--- src/rtl/riscv_pkg.sv ---
// riscv_pkg -- shared definitions for the RV32M multiply/divide sequencer.
//   XLEN             : default datapath width.
//   MULDIV_*         : funct3 encodings of the M-extension operations.
//   muldiv_state_t   : sequencer FSM states.
package riscv_pkg;

  localparam int unsigned XLEN = 32;

  localparam logic [2:0] MULDIV_MUL    = 3'b000;
  localparam logic [2:0] MULDIV_MULH   = 3'b001;
  localparam logic [2:0] MULDIV_MULHSU = 3'b010;
  localparam logic [2:0] MULDIV_MULHU  = 3'b011;
  localparam logic [2:0] MULDIV_DIV    = 3'b100;
  localparam logic [2:0] MULDIV_DIVU   = 3'b101;
  localparam logic [2:0] MULDIV_REM    = 3'b110;
  localparam logic [2:0] MULDIV_REMU   = 3'b111;

  typedef enum logic [2:0] {
    MD_IDLE,
    MD_MUL,
    MD_DIV,
    MD_FIX,
    MD_DONE
  } muldiv_state_t;

endpackage

--- src/rtl/muldiv_step.sv ---
// muldiv_step -- one combinational iteration of the multiply/divide loop.
//   div_i  : 0 = shift-add multiply step, 1 = restoring divide step
//   acc_i  : 2*XLEN accumulator {hi, lo} before the step
//   m_i    : multiplicand (multiply) or divisor (divide) magnitude
//   acc_o  : accumulator after the step
// Multiply: lo holds the remaining multiplier bits; hi accumulates and the
// whole pair shifts right, so after XLEN steps {hi, lo} is the product.
// Divide: {rem, dividend} shifts left; a quotient bit enters lo[0] and the
// remainder is kept in hi.
// Build option: RV_MULDIV_DIV_EN enables the divide step; without it only
// the multiply step exists and div_i is ignored.
module muldiv_step #(
  parameter int unsigned XLEN = 32
) (
  input  logic              div_i,
  input  logic [2*XLEN-1:0] acc_i,
  input  logic [XLEN-1:0]   m_i,
  output logic [2*XLEN-1:0] acc_o
);

  logic [XLEN:0] sum;

`ifdef RV_MULDIV_DIV_EN
  logic [XLEN:0]   rem_sh;
  logic [XLEN+1:0] diff;
  logic            unused_dbit;

  // A successful trial subtract leaves diff < m_i, so bit XLEN is always 0.
  assign unused_dbit = diff[XLEN];
`else
  logic unused_div;

  assign unused_div = div_i;
`endif

  always_comb begin
    // The carry out of the add becomes the new top bit after the shift.
    sum   = {1'b0, acc_i[2*XLEN-1:XLEN]} + (acc_i[0] ? {1'b0, m_i} : '0);
    acc_o = {sum, acc_i[XLEN-1:1]};
`ifdef RV_MULDIV_DIV_EN
    // Shifted partial remainder needs XLEN+1 bits; the extra diff bit is
    // the borrow of the trial subtract.
    rem_sh = acc_i[2*XLEN-1:XLEN-1];
    diff   = {1'b0, rem_sh} - {2'b00, m_i};
    if (div_i) begin
      if (diff[XLEN+1]) begin
        acc_o = {rem_sh[XLEN-1:0], acc_i[XLEN-2:0], 1'b0};
      end else begin
        acc_o = {diff[XLEN-1:0], acc_i[XLEN-2:0], 1'b1};
      end
    end
`endif
  end

endmodule

--- src/rtl/muldiv_seq.sv ---
// muldiv_seq -- iterative RV32M multiply/divide sequencer.
//   clk    : rising-edge clock
//   rst    : synchronous active-high reset, aborts any operation
//   start  : request an operation, sampled only in IDLE
//   op     : funct3 of the M instruction
//   rs1    : multiplicand / dividend
//   rs2    : multiplier / divisor
//   busy   : high from the cycle after acceptance through the done cycle
//   done   : one-cycle pulse, result valid in the same cycle
//   result : registered result, held until the next accepted start
// Operands are reduced to magnitudes at acceptance; the loop works on
// unsigned values and FIX restores the sign.
// Build option: RV_MULDIV_DIV_EN enables DIV/DIVU/REM/REMU. Without it any
// op[2]=1 request completes in one cycle with result 0.
module muldiv_seq
  import riscv_pkg::*;
#(
  parameter int unsigned XLEN = riscv_pkg::XLEN
) (
  input  logic            clk,
  input  logic            rst,
  input  logic            start,
  input  logic [2:0]      op,
  input  logic [XLEN-1:0] rs1,
  input  logic [XLEN-1:0] rs2,
  output logic            busy,
  output logic            done,
  output logic [XLEN-1:0] result
);

  localparam int unsigned CW = (XLEN > 1) ? $clog2(XLEN) : 1;
  localparam logic [CW-1:0] LAST = CW'(XLEN - 1);

  muldiv_state_t     state_q, state_d;
  logic [2:0]        op_q, op_d;
  logic [XLEN-1:0]   m_q, m_d;
  logic [2*XLEN-1:0] acc_q, acc_d;
  logic [CW-1:0]     cnt_q, cnt_d;
  logic              neg_q, neg_d;
  logic [XLEN-1:0]   result_q, result_d;

  logic              signed_a, signed_b;
  logic              a_neg, b_neg;
  logic [XLEN-1:0]   abs_a, abs_b;
  logic [2*XLEN-1:0] prod;
  logic [2*XLEN-1:0] step_acc;
  logic              step_div;

`ifdef RV_MULDIV_DIV_EN
  localparam logic [XLEN-1:0] MOST_NEG = {1'b1, {(XLEN-1){1'b0}}};

  logic            rneg_q, rneg_d;
  logic [XLEN-1:0] quo, rem;
  logic            ovf;
`endif

  assign step_div = (state_q == MD_DIV);

  muldiv_step #(
    .XLEN(XLEN)
  ) u_step (
    .div_i(step_div),
    .acc_i(acc_q),
    .m_i  (m_q),
    .acc_o(step_acc)
  );

  // Operand magnitudes and sign flags for the acceptance cycle.
  always_comb begin
    signed_a = (op == MULDIV_MULH) || (op == MULDIV_MULHSU) ||
               (op == MULDIV_DIV)  || (op == MULDIV_REM);
    signed_b = (op == MULDIV_MULH) || (op == MULDIV_DIV) || (op == MULDIV_REM);
    a_neg    = signed_a & rs1[XLEN-1];
    b_neg    = signed_b & rs2[XLEN-1];
    abs_a    = a_neg ? ('0 - rs1) : rs1;
    abs_b    = b_neg ? ('0 - rs2) : rs2;
  end

  // Sign correction of the finished accumulator.
  always_comb begin
    prod = neg_q ? ('0 - acc_q) : acc_q;
`ifdef RV_MULDIV_DIV_EN
    quo  = neg_q  ? ('0 - acc_q[XLEN-1:0])      : acc_q[XLEN-1:0];
    rem  = rneg_q ? ('0 - acc_q[2*XLEN-1:XLEN]) : acc_q[2*XLEN-1:XLEN];
    ovf  = !op[0] && (rs1 == MOST_NEG) && (rs2 == '1);
`endif
  end

  always_comb begin
    state_d  = state_q;
    op_d     = op_q;
    m_d      = m_q;
    acc_d    = acc_q;
    cnt_d    = cnt_q;
    neg_d    = neg_q;
    result_d = result_q;
`ifdef RV_MULDIV_DIV_EN
    rneg_d   = rneg_q;
`endif

    case (state_q)
      MD_IDLE: begin
        if (start) begin
          op_d  = op;
          cnt_d = '0;
          neg_d = a_neg ^ b_neg;
          if (!op[2]) begin
            m_d     = abs_a;
            acc_d   = {{XLEN{1'b0}}, abs_b};
            state_d = MD_MUL;
          end else begin
`ifdef RV_MULDIV_DIV_EN
            m_d    = abs_b;
            rneg_d = a_neg;
            // Special cases preload the final raw {rem, quo} with signs
            // cleared, so FIX passes them through unchanged.
            if (rs2 == '0) begin
              acc_d   = {rs1, {XLEN{1'b1}}};
              neg_d   = 1'b0;
              rneg_d  = 1'b0;
              state_d = MD_FIX;
            end else if (ovf) begin
              acc_d   = {{XLEN{1'b0}}, MOST_NEG};
              neg_d   = 1'b0;
              rneg_d  = 1'b0;
              state_d = MD_FIX;
            end else begin
              acc_d   = {{XLEN{1'b0}}, abs_a};
              state_d = MD_DIV;
            end
`else
            result_d = '0;
            state_d  = MD_DONE;
`endif
          end
        end
      end
      MD_MUL: begin
        acc_d = step_acc;
        cnt_d = cnt_q + 1'b1;
        if (cnt_q == LAST) state_d = MD_FIX;
      end
`ifdef RV_MULDIV_DIV_EN
      MD_DIV: begin
        acc_d = step_acc;
        cnt_d = cnt_q + 1'b1;
        if (cnt_q == LAST) state_d = MD_FIX;
      end
`endif
      MD_FIX: begin
        case (op_q)
          MULDIV_MUL:    result_d = prod[XLEN-1:0];
          MULDIV_MULH,
          MULDIV_MULHSU,
          MULDIV_MULHU:  result_d = prod[2*XLEN-1:XLEN];
`ifdef RV_MULDIV_DIV_EN
          MULDIV_DIV,
          MULDIV_DIVU:   result_d = quo;
          MULDIV_REM,
          MULDIV_REMU:   result_d = rem;
`endif
          default:       result_d = '0;
        endcase
        state_d = MD_DONE;
      end
      MD_DONE: state_d = MD_IDLE;
      default: state_d = MD_IDLE;
    endcase
  end

  always_ff @(posedge clk) begin
    if (rst) begin
      state_q  <= MD_IDLE;
      op_q     <= '0;
      m_q      <= '0;
      acc_q    <= '0;
      cnt_q    <= '0;
      neg_q    <= 1'b0;
      result_q <= '0;
`ifdef RV_MULDIV_DIV_EN
      rneg_q   <= 1'b0;
`endif
    end else begin
      state_q  <= state_d;
      op_q     <= op_d;
      m_q      <= m_d;
      acc_q    <= acc_d;
      cnt_q    <= cnt_d;
      neg_q    <= neg_d;
      result_q <= result_d;
`ifdef RV_MULDIV_DIV_EN
      rneg_q   <= rneg_d;
`endif
    end
  end

  assign busy   = (state_q != MD_IDLE);
  assign done   = (state_q == MD_DONE);
  assign result = result_q;

endmodule

--- config.mk ---
export PLATFORM = sky130hd
export DESIGN_NAME = muldiv_seq
export DESIGN_NICKNAME = d
export VERILOG_FILES = /design/src/rtl/riscv_pkg.sv /design/src/rtl/muldiv_step.sv /design/src/rtl/muldiv_seq.sv
export SDC_FILE = /design/constraint.sdc
export NUM_CORES = 1
export LEC_CHECK = 0
export ABC_AREA = 1
export CAP_MARGIN = 20
export CORE_ASPECT_RATIO = 0.75
export CORE_UTILIZATION = 44
export DETAILED_ROUTE_END_ITERATION = 10
export PLACE_DENSITY = 0.66
export SETUP_SLACK_MARGIN = 0.1
export SLEW_MARGIN = 20
export SYNTH_ARGS = -nofsm -noshare
export SYNTH_HDL_FRONTEND = slang
export SYNTH_SLANG_ARGS = --single-unit
export TNS_END_PERCENT = 10
--- constraint.sdc ---
create_clock -name clk -period 3.1 [get_ports clk]
set_input_delay 0.62 -clock clk [delete_from_list [all_inputs] [get_ports clk]]
set_output_delay 0.62 -clock clk [all_outputs]
set_load 0.05 [all_outputs]
Yosys cells after proc, flatten, opt, wreduce, memory -nomap -nowiden:

Index checks and enable logic that the tools add are counted.

* input bits: 70
* register bits after elaboration: 140

* eq/ne operators: 15
* multiplexer cells: 17
* reduce and logical (&&, ||, !) cells: 17
* add/sub/neg operators: 5
* bitwise gates (word level): 4

Operators with widths (number)
* 64-bit 2-to-1 mux: 3
* 32-bit 2-to-1 mux: 5
* 32-bit case mux with 2 select lines: 2
* 64-bit case mux with 2 select lines: 1
* 1-bit by 32-bit subtractor with 32-bit output (first input constant): 2
* 1-bit by 64-bit subtractor with 64-bit output (first input constant): 1
* 32-bit by 33-bit adder with 33-bit output: 1
* 3-bit by 2-bit == test with 1-bit output (second input constant): 4
* 5-bit case mux with 2 select lines: 1
* 3-bit by 1-bit == test with 1-bit output (second input constant): 3
* 3-bit == test (second input constant): 3
* 3-bit 2-to-1 mux: 3
* 3-bit case mux with 3 select lines: 1
* 3-bit AND reduction: 3
* 2-bit != test (second input constant): 4
* 3-bit zero test: 2
* 2-bit AND reduction: 3
* 5-bit by 1-bit adder with 5-bit output (second input constant): 1
* 5-bit == test (second input constant): 1
* 1-bit logical OR: 5
* 5-bit 2-to-1 mux: 1
* 2-bit nonzero test: 2
* 3-bit nonzero test: 1
* 3-bit OR reduction: 1
* 3 further kinds: 4

Longest topological paths before layout:

Gate-level depths: netlist of the first run.

* depth in word-level cells: 8
* gate-level depth with buffers: 17
* depth with buffers taken out: 15

Modules after synthesis:

Synthesis of the first run repeated with hierarchy kept, for this count alone.

* cells, all modules: 2151
* area total of the unflattened synthesis: 12286.8 µm²

By module, submodules not included
* muldiv_seq: area an instance 9416.5 µm², cells each 1548, times used 1
* muldiv_step: area an instance 2870.3 µm², cells each 603, times used 1

Worst setup path before layout of the first run:

No wires, ideal clock.

* path kind: register -> register
* from: register acc_q[0]
* to: register acc_q[53]
* path slack: 716 ps
* arrival time: 2251 ps
* buffers on the path: 2
* stages on the path, launching flop included: 18
* clock period less this slack: 2384 ps
* cell sequence: dfxtp_1 > buf_2 > clkbuf_1 > nand2_1 > inv_1 > ha_1 > inv_1 > fa_1 > o21ai_2 > nand2_1 > nand2_1 > nand3_1 > nand2_1 > nand3_1 > nand2_1 > nand2_1 > nand3_1 > a21oi_1

* word-level cells in the longest chain between the ends: 3

RTL lines
* start: declaration: RTL line muldiv_seq.sv:37 `logic [2*XLEN-1:0] acc_q, acc_d;`
* start signal: assignment: RTL line muldiv_seq.sv:176 `acc_q <= '0;`
* start signal: assignment: RTL line muldiv_seq.sv:187 `acc_q <= acc_d;`
* 32-bit 2-to-1 mux: RTL line muldiv_step.sv:38 `sum = {1'b0, acc_i[2*XLEN-1:XLEN]} + (acc_i[0] ? {1'b0, m_i} : '0);`
* 32-bit by 33-bit adder with 33-bit output: RTL line muldiv_step.sv:38
* 64-bit case mux with 2 select lines: RTL line muldiv_seq.sv:101 `case (state_q)`

Every way passes these cells.
A chain may end at the register's enable or synchronous reset.

Final worst setup path of the first run:

* from: register state_q[2]
* to: output done

* word-level cells in the longest chain between the ends: 1

RTL lines
* start: declaration: RTL line muldiv_seq.sv:34 `muldiv_state_t state_q, state_d;`
* start signal: assignment: RTL line muldiv_seq.sv:184 `state_q <= state_d;`
* 3-bit == test: RTL line muldiv_seq.sv:198 `assign done = (state_q == MD_DONE);`
* end: declaration: RTL line muldiv_seq.sv:27 `output logic done,`

Every way passes these cells.

==> results.yml, run 1 <==
layout:
  antenna_cells: 0
  nFillCells: 2788
  final_nets: 2197
  synthToLayoutAreaGrowth_pct: 16.3
  drive_gt1_share_pct: 6.42
floorplanning:
  rows: 51
  core_um2: 26000
  die-area_um2: 27300
  fp.dieW_um: 190
  io-pin-count: 104
  die_y_um: 143
  initial_core_util_pct: 45.0
critical_path:
  reg2reg_slack_ns: 0.47
  critPathMaxStageDelay_ns: 0.81
  path_buf_inv: 3
  worstSetupStartpointType: "flip-flop"
  worstPathRequired_ns: 2.48
  crit_cells: 4
  worstPathMaxFanout: 3
  cp-end-kind: "primary output"
  crit_type: "flip-flop to primary output"
  crit_family: "buffers and inverters"
  cp_slowest_cell: "clkdlybuf4s50_1"
  worstPathArrival_ns: 2.15
  crit_start: "state_q[2]"
  worstPathCellList: "inv_1 -> nor3_1 -> buf_4 -> clkdlybuf4s50_1"
  endpoint: "done"
  rr_worst_depth: 11
  rr_startpoint: "acc_q[0]"
  r2r-end: "acc_q[63]"
yosys:
  syn-num-nets: 2123
  syn_inst: 2015
  yosysMostFrequentCell: "nand2_1"
  synth_top_cell_by_area: "dfxtp_1"
  yosysUniqueCellTypes: 53
  ys_async_sr_fraction_pct: 0
  syn_avg_cell_area_um2: 5.81
  synth_common_cells: "608 x nand2_1, 238 x nor2_1, 199 x a21oi_1"
  synth_top_cells_by_area: "dfxtp_1 24%, nand2_1 19%, a21oi_1 8.5%, nor2_1 7.6%, nand3_1 7.0%"
  ys_seq_area_share_pct: 23.9
  synth-edff-count: 0
  yosysTopAreaCellShare_pct: 23.9
  yosysWarnings: 0
  syn_area_um2: 11700
  synth-seq-cells: 140
  synth_flop_cell: "dfxtp_1"
sta:
  hold_viol_final: 0
  fin_crit_ns: 2.77
  tightest_slew_ns: 1.04
  rsz0062_at_grt: "no"
  tns_ns: 0
  fmaxAchievable_ghz: 0.361
  drv_slew: 0
  slew_headroom_pct: 30.3
  fin_crit_sh_pct: 89.3
  setup_viol: 0
  layout_setup_ws_ns: 0.332
  clock_skew_ns: 0.0162
clocking:
  post-cts-setup-buffer-count: 0
  cts-buffers-inserted: 17
  clk_latency_ns: 0.45
  cts_tree: "done"
  cts.sinks: 140
  cts.clk_slew.worst_paths_ns: 0.07
  cts_max_path_buffers: 2
  cts_hold_buf: 0
  cts_max_level: 4
  cts_resized: 0
  root_buffer: "clkbuf_16"
grt:
  grt_max_degree: 51
  groute.usage.overall_pct: 33.5
  antenna_found_initial: 0
  grt_overflow: 0
  grt_pass1_vias: 11952
  grt_pass1_wl_um: 69300
placed_design:
  io_buffer_count: 103
  globalplace.congestion: 1.00
  pre_cts_slack_ns: 0.430
  hpwl_um: 35400
route:
  drtIter0Drc: 1567
  wirelength_um: 45400
  vias: 13778
  viasPerCell: 5.63
  wl_per_cell_um: 18.6
  first_pass_iters: 5
  drc: 0
  ant_nets: 0
pwr:
  power_switching_uw: 2310
  power_leakage_uw: 0.00618
  intPower_uw: 3620
  powerDensity_nw_per_um2: 435
  p_sw_share_pct: 38.9
  pwr-share-comb_pct: 30.1
  ir_worst_vdd_uv: 432
  pwr-share-clk_pct: 36.1
  p_seq_share_pct: 33.9
job:
  drv_cap: 0
worst_hold_path:
  hold_depth: 2
  hold_class: "flip-flop to flip-flop"
run_status:
  status: "complete, no violations"
==> tightest hold or removal path: cells and delay by family (launching register included) <==
kind / cells / cell delay (ns)
DFF: 1 / 0.32
and+or+nand+nor: 2 / 0.11
==> per-layer routing <==
layer  vias up  global-route usage (%)  wire length, µm
met5         -                       0                0
met4         0                    7.92              806
met3        52                    8.48             5160
met2       670                    41.7            16000
met1      6260                    54.2            23400
li1       6796                       -                -
==> sequential cells by signal, summed over array words and instances (netlist names) <==
register	flops
acc_q	64
cnt_q	5
m_q	32
neg_q	1
op_q	3
result	32
state_q	3
==> metrics by stage <==
step / hold slack (ns) / cell area (µm²) / cells / total power [µW] / utilization, %
floorplan: 0.426 / 11700 / 2015 / 3180 / -
global placement: 0.443 / 13000 / 2414 / 3760 / 50.0
detailed placement: 0.452 / 13000 / 2414 / 3770 / 50.0
CTS: 0.465 / 13600 / 2446 / 5890 / 52.3
global route: 0.487 / 13600 / 2446 / 6210 / 52.3
finish: 0.463 / 13600 / 2446 / 5930 / 52.3
==> layout make-up <==
type | instances | area, µm² | area share (%)
Timing Repair Buffer | 123 | 1190 | 8.75
Clock buffer | 19 | 453 | 3.33
Inverter | 190 | 714 | 5.25
Clock inverter | 13 | 143 | 1.05
Tap cell | 344 | 430 | 3.16
Multi-Input combinational cell | 1617 | 7880 | 57.9
Sequential cell | 140 | 2800 | 20.6
==> logic make-up (layout without fill, tap and decap cells) <==
| logic type | after synthesis | in the layout | share of synthesized area (%) |
|---|---|---|---|
| fa+ha+maj | 38 | 38 | 4.13 |
| simple gates | 1145 | 1145 | 42.2 |
| buf+inv | 258 | 345 | 8.87 |
| compound gates | 409 | 409 | 19.0 |
| flops | 140 | 140 | 23.9 |
| xor+xnor | 25 | 25 | 1.87 |
==> cell usage in the layout (no fill, tap or decap), types with 12 or more instances in the layout <==
cell,netlist,routed
a21oi_1,199,199
buf_4,9,20
clkbuf_16,0,17
clkdlybuf4s50_1,0,102
dfxtp_1,140,139
ha_1,37,37
inv_1,175,175
inv_2,13,13
nand2_1,608,608
nand2_2,12,12
nand3_1,164,164
nand3b_1,18,18
nand4_1,26,26
nor2_1,238,236
nor2_2,13,15
nor3_1,27,27
o21ai_0,94,94
o21ai_1,60,60
xor2_1,21,21
==> power by group through the flow <==
stage / Sequential [µW] / Combinational [µW] / Clock (µW)
2_1_floorplan: 1980 / 1190 / 0
3_3_place_gp: 2040 / 1730 / 0
3_5_place_dp: 2040 / 1730 / 0
4_1_cts: 2000 / 1740 / 2150
5_1_grt: 2010 / 1960 / 2240
6_report: 2010 / 1780 / 2140
==> worst min-delay path by stage <==
stage / startpoint / end / slack [ns]
floorplan: m_q[24] / m_q[24] / 0.43
global placement: m_q[20] / m_q[20] / 0.44
detailed placement: m_q[20] / m_q[20] / 0.45
CTS: result[3] / result[3] / 0.46
global route: m_q[20] / m_q[20] / 0.49
finish: m_q[20] / m_q[20] / 0.46
No activity file was read; power rests on OpenSTA's default activity.
==> inputs of run 2 (changes only) <==
CORE_ASPECT_RATIO = not set   (was 0.75)
==> results.yml, run 2 (synthesis results as in run 1) <==
critical_path:
  worstPathRequired_ns: 3.38
  worstPathArrival_ns: 2.84
  worstPathMaxFanout: 31
  cp-end-kind: "flip-flop"
  worstSetupStartpointType: "flip-flop"
  crit_type: "flip-flop to flip-flop"
  reg2reg_slack_ns: 0.54
grt:
  grt_pass1_wl_um: 66600
  grt_use_met3_pct: 3.65
  grt.met1_usage_pct: 38.0
  antenna_found_initial: 0
  groute.usage.overall_pct: 31.8
  grt_util_met2_pct: 57.8
  grt_max_degree: 75
  grt.busiest_layer: "met2"
  grt_overflow: 0
  grt_pass1_vias: 12426
clocking:
  cts_max_level: 4
  cts_tree: "done"
  cts.sinks: 140
  root_buffer: "clkbuf_16"
  cts-buffers-inserted: 17
  cts_resized: 0
  post-cts-setup-buffer-count: 0
  cts.clk_slew.worst_paths_ns: 0.08
  cts_hold_buf: 0
  clk_latency_ns: 0.45
  cts_max_path_buffers: 2
layout:
  synthToLayoutAreaGrowth_pct: 16.6
  layout_commonest_cell: "nand2_1"
  antenna_cells: 0
  drive_gt1_share_pct: 6.60
  final_nets: 2201
  nFillCells: 2796
  layout_common_cells: "608 x nand2_1, 236 x nor2_1, 199 x a21oi_1"
  largest_register_ffs: 64
  utilization_pct: 52.4
  top_register: "acc_q"
sta:
  clock_skew_ns: 0.0196
  slew_headroom_pct: 44.2
  fin_crit_sh_pct: 82.5
  setup_viol: 0
  tns_ns: 0
  drv_slew: 0
  fmaxAchievable_ghz: 0.391
  tightest_slew_ns: 0.836
  hold_viol_final: 0
  fin_crit_ns: 2.56
  rsz0062_at_grt: "no"
route:
  wl_per_cell_um: 17.3
  vias: 13372
  first_pass_iters: 8
  ant_nets: 0
  drtIter0Drc: 1083
  viasPerCell: 5.48
  drc: 0
  wirelength_um: 42200
floorplanning:
  io-pin-count: 104
  core_um2: 26100
  die_y_um: 165
  die-area_um2: 27300
  rows: 59
  fp.dieW_um: 165
  initial_core_util_pct: 44.9
pwr:
  power.total_uw: 5920
  pwr-share-comb_pct: 29.4
  p_seq_share_pct: 33.6
  power_switching_uw: 2310
  p_sw_share_pct: 39.1
  power_leakage_uw: 0.00620
  pwr-share-clk_pct: 37.0
  powerDensity_nw_per_um2: 434
  intPower_uw: 3600
  ir_worst_vdd_uv: 399
placed_design:
  io_buffer_count: 103
  hpwl_um: 33700
  globalplace.congestion: 0.988
run_status:
  status: "complete, no violations"
job:
  drv_cap: 0
worst_hold_path:
  hold_class: "flip-flop to flip-flop"
## run 2: cell types whose count changed in the layout (fill, tap and decap cells not counted)
cell	before	now
clkinv_8	0	3
clkinvlp_4	0	1
buf_4	20	24
inv_8	3	5
inv_6	6	5
clkbuf_8	2	0
clkinv_4	3	0
## run 2: area by class of cell
| class | count | area (µm²) | area share [%] |
|---|---|---|---|
| clock buffers | 17 | 425 | 3.12 |
| clock inverters | 15 | 186 | 1.37 |
| multi-input cells | 1617 | 7880 | 57.7 |
| repair buffers | 127 | 1220 | 8.95 |
| well taps | 335 | 419 | 3.07 |
| flip-flops and latches | 140 | 2800 | 20.5 |
| inverters | 190 | 714 | 5.24 |
## run 2: through the flow
stage | std cells | worst slack, ns | instance area, µm² | hold WS (ns)
after floorplan | 2015 | 0.716 | 11700 | 0.426
after global placement | 2409 | 0.432 | 13000 | 0.442
after detailed placement | 2409 | 0.388 | 13000 | 0.442
after CTS | 2441 | 0.581 | 13600 | 0.458
after global routing | 2441 | 0.353 | 13600 | 0.466
final | 2441 | 0.541 | 13600 | 0.457
## run 2: layer usage
| layer | share of wire [%] | wire length (µm) |
|---|---|---|
| met1 | 43 | 18300 |
| met2 | 49 | 20700 |
| met3 | 4.4 | 1880 |
| met4 | 3.1 | 1320 |
| met5 | 0 | 0 |
## run 2: path summary, 6_finish.rpt
kind,start,endpoint,cells after the start
worst max register to register,acc_q[0],acc_q[40],13
worst min-delay path,m_q[26],m_q[26],2
worst min register to register,m_q[26],m_q[26],2
worst max-delay path,acc_q[0],acc_q[40],13
## run 2: power by group through the flow
| stage | Combinational [µW] | Sequential (µW) | Clock [µW] |
|---|---|---|---|
| global placement | 1700 | 2020 | 0 |
| finish | 1740 | 1990 | 2190 |
| CTS | 1720 | 1990 | 2210 |
| global route | 1920 | 2000 | 2290 |
| floorplan | 1190 | 1980 | 0 |
| detailed placement | 1720 | 2030 | 0 |
## run 2: critical path, stage by stage, from the launching register on
cell and delay [ns]:
dfxtp_1 0.49, buf_12 0.22, nand2_1 0.07, inv_1 0.07, ha_1 0.27, a21oi_1 0.27
o21ai_2 0.15, nand2_1 0.09, nand2_1 0.10, nand2_1 0.09, nand2_1 0.13, or2_2 0.30
nand3_1 0.08, a21oi_1 0.07
==> inputs of run 3 (changes only) <==
PLACE_DENSITY = 0.68   (was 0.66)
clock period = 2.1 ns   (was 3.1 ns; I/O delays follow)
==> results.yml, run 3 (synthesis results as in run 1) <==
grt:
  grt_pass1_vias: 13921
  antenna_found_initial: 0
  grt_max_degree: 93
  grt_overflow: 0
  grt_pass1_wl_um: 72700
  groute.usage.overall_pct: 34.4
sta:
  fin_crit_ns: 2.20
  fmaxAchievable_ghz: 0.455
  rsz0062_at_grt: "yes"
  drv_slew: 0
  setup_viol: 20
  tightest_slew_ns: 0.653
  fin_crit_sh_pct: 105
  hold_viol_final: 0
  slew_headroom_pct: 56.4
  clock_skew_ns: 0.0163
  layout_setup_ws_ns: -0.0997
placed_design:
  io_buffer_count: 103
  globalplace.congestion: 1.00
  dp_cells: 2632
  hpwl_um: 35800
route:
  first_pass_iters: 7
  viasPerCell: 5.50
  drtIter0Drc: 1163
  wl_per_cell_um: 17.3
  drc: 0
  vias: 14730
  ant_nets: 0
  wirelength_um: 46200
critical_path:
  cpMostUsedCell: "nand2_2"
  cp_slowest_cell: "dfxtp_4"
  worstPathArrival_ns: 2.52
  critPathMaxStageDelay_ns: 0.38
  path_buf_inv: 4
  worstSetupStartpointType: "flip-flop"
  worstPathRequired_ns: 2.42
  crit_family: "compound AO/OA/AOI/OAI gates"
  worstPathMaxFanout: 14
  worstPathCellList: "buf_12 -> nand2_4 -> inv_1 -> ha_1 -> buf_6 -> a21o_1 -> nor2_4 -> nand2_2 -> nand2_2 -> nand2_2 -> buf_4 -> o21ai_0 -> a21o_1 -> a21oi_1"
  crit_type: "flip-flop to flip-flop"
  cp-end-kind: "flip-flop"
clocking:
  cts_max_path_buffers: 2
  cts.sinks: 140
  clk_latency_ns: 0.46
  cts_max_level: 4
  cts_hold_buf: 0
  cts.clk_slew.worst_paths_ns: 0.08
  cts_tree: "done"
  root_buffer: "clkbuf_16"
  cts-buffers-inserted: 17
floorplanning:
  die-area_um2: 27300
  io-pin-count: 104
  fp.dieW_um: 165
  rows: 59
  die_y_um: 165
  initial_core_util_pct: 44.9
  core_um2: 26100
layout:
  stdcell_count: 2677
  multiInputGateArea_um2: 8930
  nFillCells: 2447
  final_nets: 2437
  seq_area_um2: 2810
  utilization_pct: 63.6
  layout_common_cells: "552 x nand2_1, 248 x buf_4, 193 x nor2_1"
  top_register: "acc_q"
  antenna_cells: 0
  layout_commonest_cell: "nand2_1"
  synthToLayoutAreaGrowth_pct: 41.6
  largest_register_ffs: 64
  drive_gt1_share_pct: 25.1
run_status:
  status: "finished with violations"
  violations: "negative setup slack"
pwr:
  ir_worst_vdd_uv: 354
  powerDensity_nw_per_um2: 551
  power_leakage_uw: 0.00780
job:
  drv_cap: 0
worst_hold_path:
  hold_class: "input port to flip-flop"
## run 3: stage by stage
stage           TNS, ns  power [µW]  hold slack (ns)  instance area (µm²)  setup slack (ns)
2_1_floorplan  -0.00984        4700            0.426                11800          -0.00732
3_3_place_gp      -6.37        5760            0.439                14800            -0.358
3_5_place_dp     -10.75        5780            0.447                14800            -0.311
4_1_cts          -0.265        8990            0.191                16100           -0.0523
5_1_grt           -4.04        9530            0.210                16600            -0.235
6_report          -1.19        9130            0.193                16600           -0.0997
## run 3: routing by layer
layer	share of wire [%]	up-vias	track usage (%)
met2	49	530	60.8
met5	0	-	0
met1	41	6791	41.0
met3	5.6	123	4.07
met4	4.4	0	16.7
li1	-	7286	-
## run 3: cell type report
type / instances / share of cell area (%)
tap: 335 / 2.53
inverter: 190 / 4.36
timing repair buffer: 363 / 18.7
clock inverter: 15 / 1.06
sequential: 140 / 17.0
clock buffer: 17 / 2.57
multi-input combinational: 1617 / 53.9
## run 3: worst paths after layout
path / from / endpoint / slack (ns) / cells after the start
setup reg to reg: acc_q[0] / acc_q[42] / -0.1 / 14
hold / removal: rst / cnt_q[3] / 0.19 / 2
setup / recovery: acc_q[0] / acc_q[42] / -0.1 / 14
hold reg to reg: m_q[23] / m_q[23] / 0.46 / 2
## run 3: report_power, final
| group | internal (µW) | leakage [µW] | switching [µW] |
|---|---|---|---|
| clock network | 1610 | 0.000290 | 1580 |
| registers | 2780 | 0.00114 | 159 |
| logic | 1100 | 0.00637 | 1900 |
| total | 5490 | 0.00780 | 3640 |
## run 3: repair_timing
action,in CTS,in global routing
pin swaps,29,50
gates cloned,0,1
endpoints found under the setup margin,75,73
setup buffers,8,4
gates resized for setup,180,133
hold endpoints to repair,0,0
